**src/rtl/pc_sequencer.sv**
```systemverilog
`default_nettype none
// ============================================================================
// Module      : pc_sequencer
// Description : Multi-cycle fetch/PC controller: fetches over a req/ack
//               handshake, waits for execution, then commits PC+4/branch/jump.
// Revision    : 1.0 - initial release
// ============================================================================
module pc_sequencer #(
    parameter logic [31:0] RESET_PC      = 32'h00400020,
    parameter int unsigned FETCH_TIMEOUT = 16,
    parameter int unsigned TMO_W         = 8
) (
    input  logic        clk,
    input  logic        rst_n,
    output logic        imem_req,
    output logic [31:0] imem_addr,
    input  logic        imem_ack,
    input  logic [31:0] imem_rdata,
    output logic [31:0] instr,
    output logic        instr_valid,
    input  logic        ex_done,
    input  logic        br_taken,
    input  logic [15:0] br_imm16,
    input  logic        jmp_valid,
    input  logic [25:0] jmp_target,
    input  logic        halt,
    output logic [31:0] pc,
    output logic [31:0] pc_plus4,
    output logic [1:0]  state,
    output logic        fetch_err
);

    typedef enum logic [1:0] {
        S_IDLE   = 2'd0,
        S_FETCH  = 2'd1,
        S_EXEC   = 2'd2,
        S_UPDATE = 2'd3
    } state_t;

    localparam bit             c_tmo_en   = (FETCH_TIMEOUT != 0);
    localparam logic [TMO_W-1:0] c_tmo_last = TMO_W'(FETCH_TIMEOUT - 1);

    state_t             r_state;
    state_t             w_state_nxt;
    logic [31:0]        r_pc;
    logic [31:0]        r_next_pc;
    logic [31:0]        r_instr;
    logic               r_instr_valid;
    logic               r_fetch_err;
    logic [TMO_W-1:0]   r_cnt;

    logic [31:0]        w_pc_plus4;
    logic [31:0]        w_br_off;
    logic [31:0]        w_target;
    logic               w_timeout;

    assign w_pc_plus4 = r_pc + 32'd4;
    assign w_br_off   = {{14{br_imm16[15]}}, br_imm16, 2'b00};
    assign w_timeout  = c_tmo_en && (r_cnt == c_tmo_last);

    // Jump outranks a taken branch when both are flagged together.
    always_comb begin
        w_target = w_pc_plus4;
        if (jmp_valid) begin
            w_target = {w_pc_plus4[31:28], jmp_target, 2'b00};
        end else if (br_taken) begin
            w_target = w_pc_plus4 + w_br_off;
        end
    end

    always_comb begin
        w_state_nxt = r_state;
        case (r_state)
            S_IDLE: begin
                if (!halt && !r_fetch_err) w_state_nxt = S_FETCH;
            end
            S_FETCH: begin
                if (imem_ack)       w_state_nxt = S_EXEC;
                else if (w_timeout) w_state_nxt = S_IDLE;
            end
            S_EXEC: begin
                if (ex_done) w_state_nxt = S_UPDATE;
            end
            S_UPDATE: begin
                w_state_nxt = halt ? S_IDLE : S_FETCH;
            end
            default: w_state_nxt = S_IDLE;
        endcase
    end

    always_ff @(posedge clk or negedge rst_n) begin
        if (!rst_n) begin
            r_state       <= S_IDLE;
            r_pc          <= RESET_PC;
            r_next_pc     <= RESET_PC;
            r_instr       <= 32'd0;
            r_instr_valid <= 1'b0;
            r_fetch_err   <= 1'b0;
            r_cnt         <= '0;
        end else begin
            r_state       <= w_state_nxt;
            r_instr_valid <= (r_state == S_FETCH) && imem_ack;
            case (r_state)
                S_FETCH: begin
                    // An ack coinciding with the timeout cycle is accepted, not flagged.
                    if (imem_ack) begin
                        r_instr <= imem_rdata;
                        r_cnt   <= '0;
                    end else if (w_timeout) begin
                        r_fetch_err <= 1'b1;
                        r_cnt       <= '0;
                    end else begin
                        r_cnt <= r_cnt + TMO_W'(1);
                    end
                end
                S_EXEC: begin
                    if (ex_done) r_next_pc <= w_target;
                end
                S_UPDATE: begin
                    r_pc <= r_next_pc;
                end
                default: ;
            endcase
        end
    end

    assign imem_req    = (r_state == S_FETCH);
    assign imem_addr   = r_pc;
    assign instr       = r_instr;
    assign instr_valid = r_instr_valid;
    assign pc          = r_pc;
    assign pc_plus4    = w_pc_plus4;
    assign state       = r_state;
    assign fetch_err   = r_fetch_err;

endmodule
`default_nettype wire
```
**config.mk**
```make
export PLATFORM = sky130hd
export DESIGN_NAME = pc_sequencer
export DESIGN_NICKNAME = d
export VERILOG_FILES = /design/src/rtl/pc_sequencer.sv
export SDC_FILE = /design/constraint.sdc
export NUM_CORES = 1
export LEC_CHECK = 0
export ABC_AREA = 1
export CORE_AREA = 2 2 136 138
export CTS_BUF_LIST = sky130_fd_sc_hd__clkbuf_16
export DETAILED_ROUTE_END_ITERATION = 10
export DIE_AREA = 0 0 138 140
export PLACE_DENSITY_LB_ADDON = 0.2
export SETUP_SLACK_MARGIN = 0.4
export SLEW_MARGIN = 15
export SYNTH_ARGS = -nofsm -noshare
export SYNTH_HDL_FRONTEND = slang
export SYNTH_SLANG_ARGS = --single-unit
```
**constraint.sdc**
```tcl
create_clock -name clk -period 2.5 [get_ports clk]
set_input_delay 0.25 -clock clk [delete_from_list [all_inputs] [get_ports clk]]
set_output_delay 0.25 -clock clk [all_outputs]
set_load 0.005 [all_outputs]
```
==> results.json, run 1 <==
{
  "syn_to_final_growth_pct": 76.2,
  "crit_fanout": 5,
  "crit_chain": "nand2_4 -> nor2_4 -> nand2_4 -> nor2_4 -> buf_6 -> xor2_4 -> ha_4 -> nand2_2 -> inv_1 -> nand2_1 -> nand2_1 -> o21bai_2 -> nand2_1 -> nand3_1 -> nand2_2 -> nand3_2 -> nand2_1 -> nand2_1 -> nand2_1",
  "r2r_slack_ps": -680,
  "startpoint_type": "flip-flop",
  "ys_warn_count": 0,
  "synthArstFlopShare_pct": 100,
  "fp.dieH_um": 140,
  "skew_ps": 9.97,
  "syn_area_per_cell_um2": 6.60,
  "synth.top_cells.by_area": "dfrtp_1, nand2_1, inv_1",
  "cp_slowest_stage_delay_ps": 640,
  "first_pass_iters": 5,
  "synth_area_mm2": 0.00794,
  "initial_core_util_pct": 44.6,
  "wire_per_inst_um": 18.6,
  "nFillCells": 1122,
  "peakVddDrop_uv": 768,
  "die_x_um": 138,
  "finish.utilization_pct": 78.7,
  "finalSetupViolCount": 34,
  "yosys.area.top_type_share_pct": 32.8,
  "wirelength_um": 34200,
  "finalHoldViolCount": 0,
  "place_hpwl_um": 22400,
  "cts.sinks": 108,
  "antenna_cells": 0,
  "max_freq_mhz": 314,
  "slew_headroom_pct": 48.8,
  "synth-main-ff-cell": "dfrtp_1",
  "coreArea_mm2": 0.0178,
  "tns_ps": -14130,
  "cap_violations": 0,
  "cp.required_ps": 2790,
  "clk_latency_ps": 360,
  "p_per_area_mw_per_mm2": 1210,
  "fin_nets": 1725,
  "vias_per_cell": 5.52,
  "tightest_slew_ps": 767,
  "grt_max_degree": 47,
  "via_count": 10200,
  "cts_made_buffers": 9,
  "post-route-drc-count": 0,
  "overflow": 0,
  "worstPathArrival_ps": 3470,
  "io_pins": 214,
  "grt_pass1_wl_um": 46600,
  "cp_common_cell": "nand2_1",
  "slew_viol_final": 0,
  "dieArea_mm2": 0.0193,
  "crit_family": "simple AND/OR/NAND/NOR gates",
  "drtIter0Drc": 944,
  "setup_ws_ps": -684,
  "syn_nets": 1322,
  "cts.path.max_buffers": 2,
  "yosysUniqueCellTypes": 39,
  "worst_setup_path_end_kind": "flip-flop",
  "yosysTopAreaCell": "dfrtp_1",
  "drtAntennaViolNets": 0,
  "critPathKind": "reg -> reg",
  "yosysMostFrequentCell": "nand2_1",
  "htreeDepth": 3,
  "violations": "negative setup slack",
  "syn-instance-count": 1203,
  "core.rowCount": 49,
  "period_share_pct": 127,
  "track_usage_pct": 29.9,
  "rsz0062_at_grt": "yes",
  "grt_pass1_vias": 9328,
  "critPathSlowestCell": "dfstp_2",
  "drive_above_1_share_pct": 37.9,
  "port_buffers": 213,
  "synth_edf_count": 0,
  "yosysSeqAreaShare_pct": 34.1,
  "cts.reportedPaths.clkPinSlew_ps": 70,
  "root_buffer": "clkbuf_16",
  "gp_congestion": 1.02,
  "place_ws_ps": -487,
  "antenna_found_initial": 0,
  "outcome": "finished with violations",
  "hold_class": "in -> async",
  "p_leak_uw": 0.00679,
  "synth_top_cells_by_count": "nand2_1, inv_1, nor2_1",
  "path_buf_inv": 2,
  "ys_ff_latch": 108,
  "fin_crit_ps": 3180,
  "cts_tree": "built"
}
==> cells by family (layout without fill, tap and decap cells) <==
logic type      after synthesis  count (layout)  share of synthesized area (%)
flops                       108             108                           34.1
fa+ha+maj                    38              38                           6.09
xor+xnor                     27              27                           2.98
simple gates                654             654                           33.5
buf+inv                     225             633                           12.4
mux                           9               9                           1.28
compound gates              142             142                           9.68
==> power by group <==
| group | internal (uW) | switching [uW] | leakage, uW |
|---|---|---|---|
| logic | 6170 | 6250 | 0.00532 |
| registers | 2550 | 593 | 0.00134 |
| clock network | 682 | 682 | 0.000135 |
| total | 9400 | 7530 | 0.00679 |
==> repair_timing <==
item | 4_1_cts | 5_1_grt
pin swaps | 73 | 109
setup endpoints to repair | 56 | 55
hold buffers | 1 | 0
gates resized for setup | 185 | 296
buffers inserted | 20 | 36
hold endpoints to repair | 31 | 0
==> final timing paths <==
kind	cells after the start	to	from
worst min register to register	2	instr[22]$_DFFE_PN0P_	instr[22]$_DFFE_PN0P_
max in group asynchronous	3	instr[17]$_DFFE_PN0P_	rst_n
worst max register to register	19	r_next_pc[25]$_DFFE_PN0P_	imem_addr[5]$_DFFE_PN1N_
worst max-delay path	19	r_next_pc[25]$_DFFE_PN0P_	imem_addr[5]$_DFFE_PN1N_
worst min-delay path	2	r_cnt[2]$_DFFE_PN0P_	rst_n
min in group clk	3	instr[24]$_DFFE_PN0P_	imem_rdata[24]
==> layout make-up <==
class                   instances  area, um^2  area share [%]
multi-input cells             870        5900            42.2
clock inverters                 7        50.0           0.358
inverters                     167         644            4.61
repair buffers                450        4160            29.8
well taps                     229         287            2.05
clock buffers                   9         225            1.61
flip-flops and latches        108        2710            19.4
==> per-layer routing <==
metal / global-route usage [%] / share of wire, % / up-vias
met4: 12.6 / 7.0 / 0
met3: 5.68 / 10 / 201
met2: 52.2 / 47 / 689
met1: 36.4 / 36 / 4726
li1: - / - / 4536
met5: 0 / 0 / -
==> through the flow <==
| stage | hold slack [ps] | instances | area (um^2) | total power, uW |
|---|---|---|---|---|
| after floorplan | -45.6 | 1203 | 8220 | 7550 |
| after global placement | 254 | 1767 | 11700 | 12300 |
| after detailed placement | 254 | 1767 | 11700 | 12500 |
| after CTS | 418 | 1804 | 12800 | 14900 |
| after global routing | 435 | 1840 | 14000 | 17900 |
| final | 416 | 1840 | 14000 | 16900 |
==> flip-flops by register name, summed over array words and instances (netlist names), named ones only <==
signal and count:
imem_addr 32, instr 32, r_next_pc 32, r_cnt 8
fetch_err 1, instr_valid 1, state 1
==> cells in the final DEF (no fill, tap or decap), drive strengths merged, types with 3 or more instances in the layout <==
cell,netlist,final
clkbuf,17,11
xor2,22,22
clkdlybuf4s50,0,189
buf,41,254
and2,3,3
mux2,9,9
a31oi,3,3
xnor2,5,5
o21bai,5,5
a21oi,53,53
inv,166,168
dfrtp,104,104
o22ai,10,10
ha,37,37
nand3,64,64
or2,3,3
clkinv,1,5
dfstp,4,4
nor2,124,124
o21ai,63,63
a21o,3,3
nand2,432,432
nor3,14,14
nand4,11,11
Power figures use the tool's default switching activity.
==> run 2: changes to the inputs <==
- SKIP_CTS_REPAIR_TIMING: unset -> 1
==> results.json, run 2 (synthesized netlist as in run 1, its figures left out) <==
{
  "outcome": "finished with violations",
  "violations": "negative setup slack",
  "use_met3_pct": 6.05,
  "syn_to_final_growth_pct": 75.5,
  "skew_ps": 7.57,
  "gp_congestion": 1.02,
  "grt-busiest-layer": "met2",
  "fin_crit_ps": 3140,
  "finish.utilization_pct": 78.4,
  "cts.sinks": 108,
  "vias_per_cell": 5.40,
  "critPathKind": "reg -> reg",
  "drive_above_1_share_pct": 37.4,
  "grt_pass1_vias": 8972,
  "fin_nets": 1714,
  "slew_headroom_pct": 49.1,
  "root_buffer": "clkbuf_16",
  "setup_ws_ps": -639,
  "crit_fanout": 5,
  "met2_usage_pct": 47.8,
  "max_freq_mhz": 319,
  "peakVddDrop_uv": 776,
  "coreArea_mm2": 0.0178,
  "wirelength_um": 33000,
  "layout_common_cells": "nand2_1, clkdlybuf4s50_1, buf_4",
  "crit_end": "r_next_pc[29]$_DFFE_PN0P_",
  "clk_latency_ps": 360,
  "first_pass_iters": 5,
  "period_share_pct": 126,
  "rr_endpoint": "r_next_pc[29]$_DFFE_PN0P_",
  "post-route-drc-count": 0,
  "r2r_cells": 18,
  "place_ws_ps": -487,
  "cts.reportedPaths.clkPinSlew_ps": 80,
  "power_uw": 16900,
  "worstPathArrival_ps": 3430,
  "r2r_slack_ps": -640,
  "dieArea_mm2": 0.0193,
  "die_x_um": 138,
  "htreeDepth": 3,
  "via_count": 9882,
  "r2r_start": "imem_addr[5]$_DFFE_PN1N_",
  "finalSetupViolCount": 33,
  "drtAntennaViolNets": 0,
  "overflow": 0,
  "drtIter0Drc": 910,
  "grt_pass1_wl_um": 44000,
  "p_per_area_mw_per_mm2": 1210,
  "grt_use_met1_pct": 35.0,
  "fp.dieH_um": 140,
  "tightest_slew_ps": 763,
  "placed_area_mm2": 0.0117,
  "worst_setup_path_end_kind": "flip-flop",
  "finalHoldViolCount": 0,
  "cts_made_buffers": 9,
  "p_leak_uw": 0.00685,
  "cts_tree": "built",
  "nFillCells": 1117,
  "io_pins": 214,
  "wire_per_inst_um": 18.0,
  "cts.path.max_buffers": 2,
  "core.rowCount": 49,
  "track_usage_pct": 28.3,
  "port_buffers": 213,
  "cp.required_ps": 2790,
  "place_hpwl_um": 22400,
  "antenna_found_initial": 0,
  "hold_class": "in -> async",
  "timing.hold.ws_ps": 413,
  "cap_violations": 0,
  "rsz0062_at_grt": "yes",
  "grt_max_degree": 47,
  "startpoint_type": "flip-flop",
  "fin_area_mm2": 0.0139,
  "antenna_cells": 0,
  "initial_core_util_pct": 44.6,
  "timing.critical_path.from": "imem_addr[5]$_DFFE_PN1N_",
  "final_common_cell": "nand2_1",
  "slew_viol_final": 0
}
[run 2: cell count changes in the layout (fill, tap and decap cells not counted), moves of 5 or more]
cell	before	now
buf_6	70	63
nand2_2	71	66
buf_4	181	175
dlymetal6s2s_1	2	7
[run 2: through the flow]
step | instances | setup TNS [ps]
2_1_floorplan | 1203 | -485
3_3_place_gp | 1767 | -7550
3_5_place_dp | 1767 | -8760
4_1_cts | 1783 | -12470
5_1_grt | 1829 | -14140
6_report | 1829 | -10850
[run 2: worst min-delay path by stage]
stage	from	to	slack [ps]	cells past startpoint
after floorplan	rst_n	async pin	-50	0
after global placement	rst_n	r_cnt[0]$_DFFE_PN0P_	250	1
after detailed placement	rst_n	r_cnt[2]$_DFFE_PN0P_	250	1
after CTS	rst_n	r_cnt[2]$_DFFE_PN0P_	-130	1
after global routing	rst_n	r_cnt[1]$_DFFE_PN0P_	440	2
final	rst_n	r_cnt[2]$_DFFE_PN0P_	410	2
[run 2: routing by layer]
metal	up-vias	share of wire, %	wire length (um)
li1	4507	-	-
met1	4628	37	12300
met2	599	48	15800
met3	148	9.2	3040
met4	0	5.7	1890
met5	-	0	0
[run 2: report_power, final]
part	internal [uW]	switching, uW
Combinational	6120	6250
Clock	683	690
Sequential	2550	589
[run 2: cell type report]
class / count / area, um^2 / share of cell area [%]
clock inverters: 7 / 50.0 / 0.359
repair buffers: 439 / 4050 / 29.1
clock buffers: 9 / 225 / 1.62
inverters: 167 / 648 / 4.65
well taps: 229 / 287 / 2.06
multi-input cells: 870 / 5950 / 42.7
flip-flops and latches: 108 / 2710 / 19.5
[run 2: critical path, cell delays in order, from the launching register on]
cell and delay (ps):
dfstp_2 640, nand3_4 120, inv_4 100, nand2_4 60, nor2_4 120, nand4_1 140
or2_4 280, nand2_4 110, inv_4 50, ha_4 320, nand2_4 80, nor2_4 140
inv_2 70, buf_4 140, nor3_2 200, o21ai_1 130, nand3_1 120, nand3_1 120
a21oi_2 130
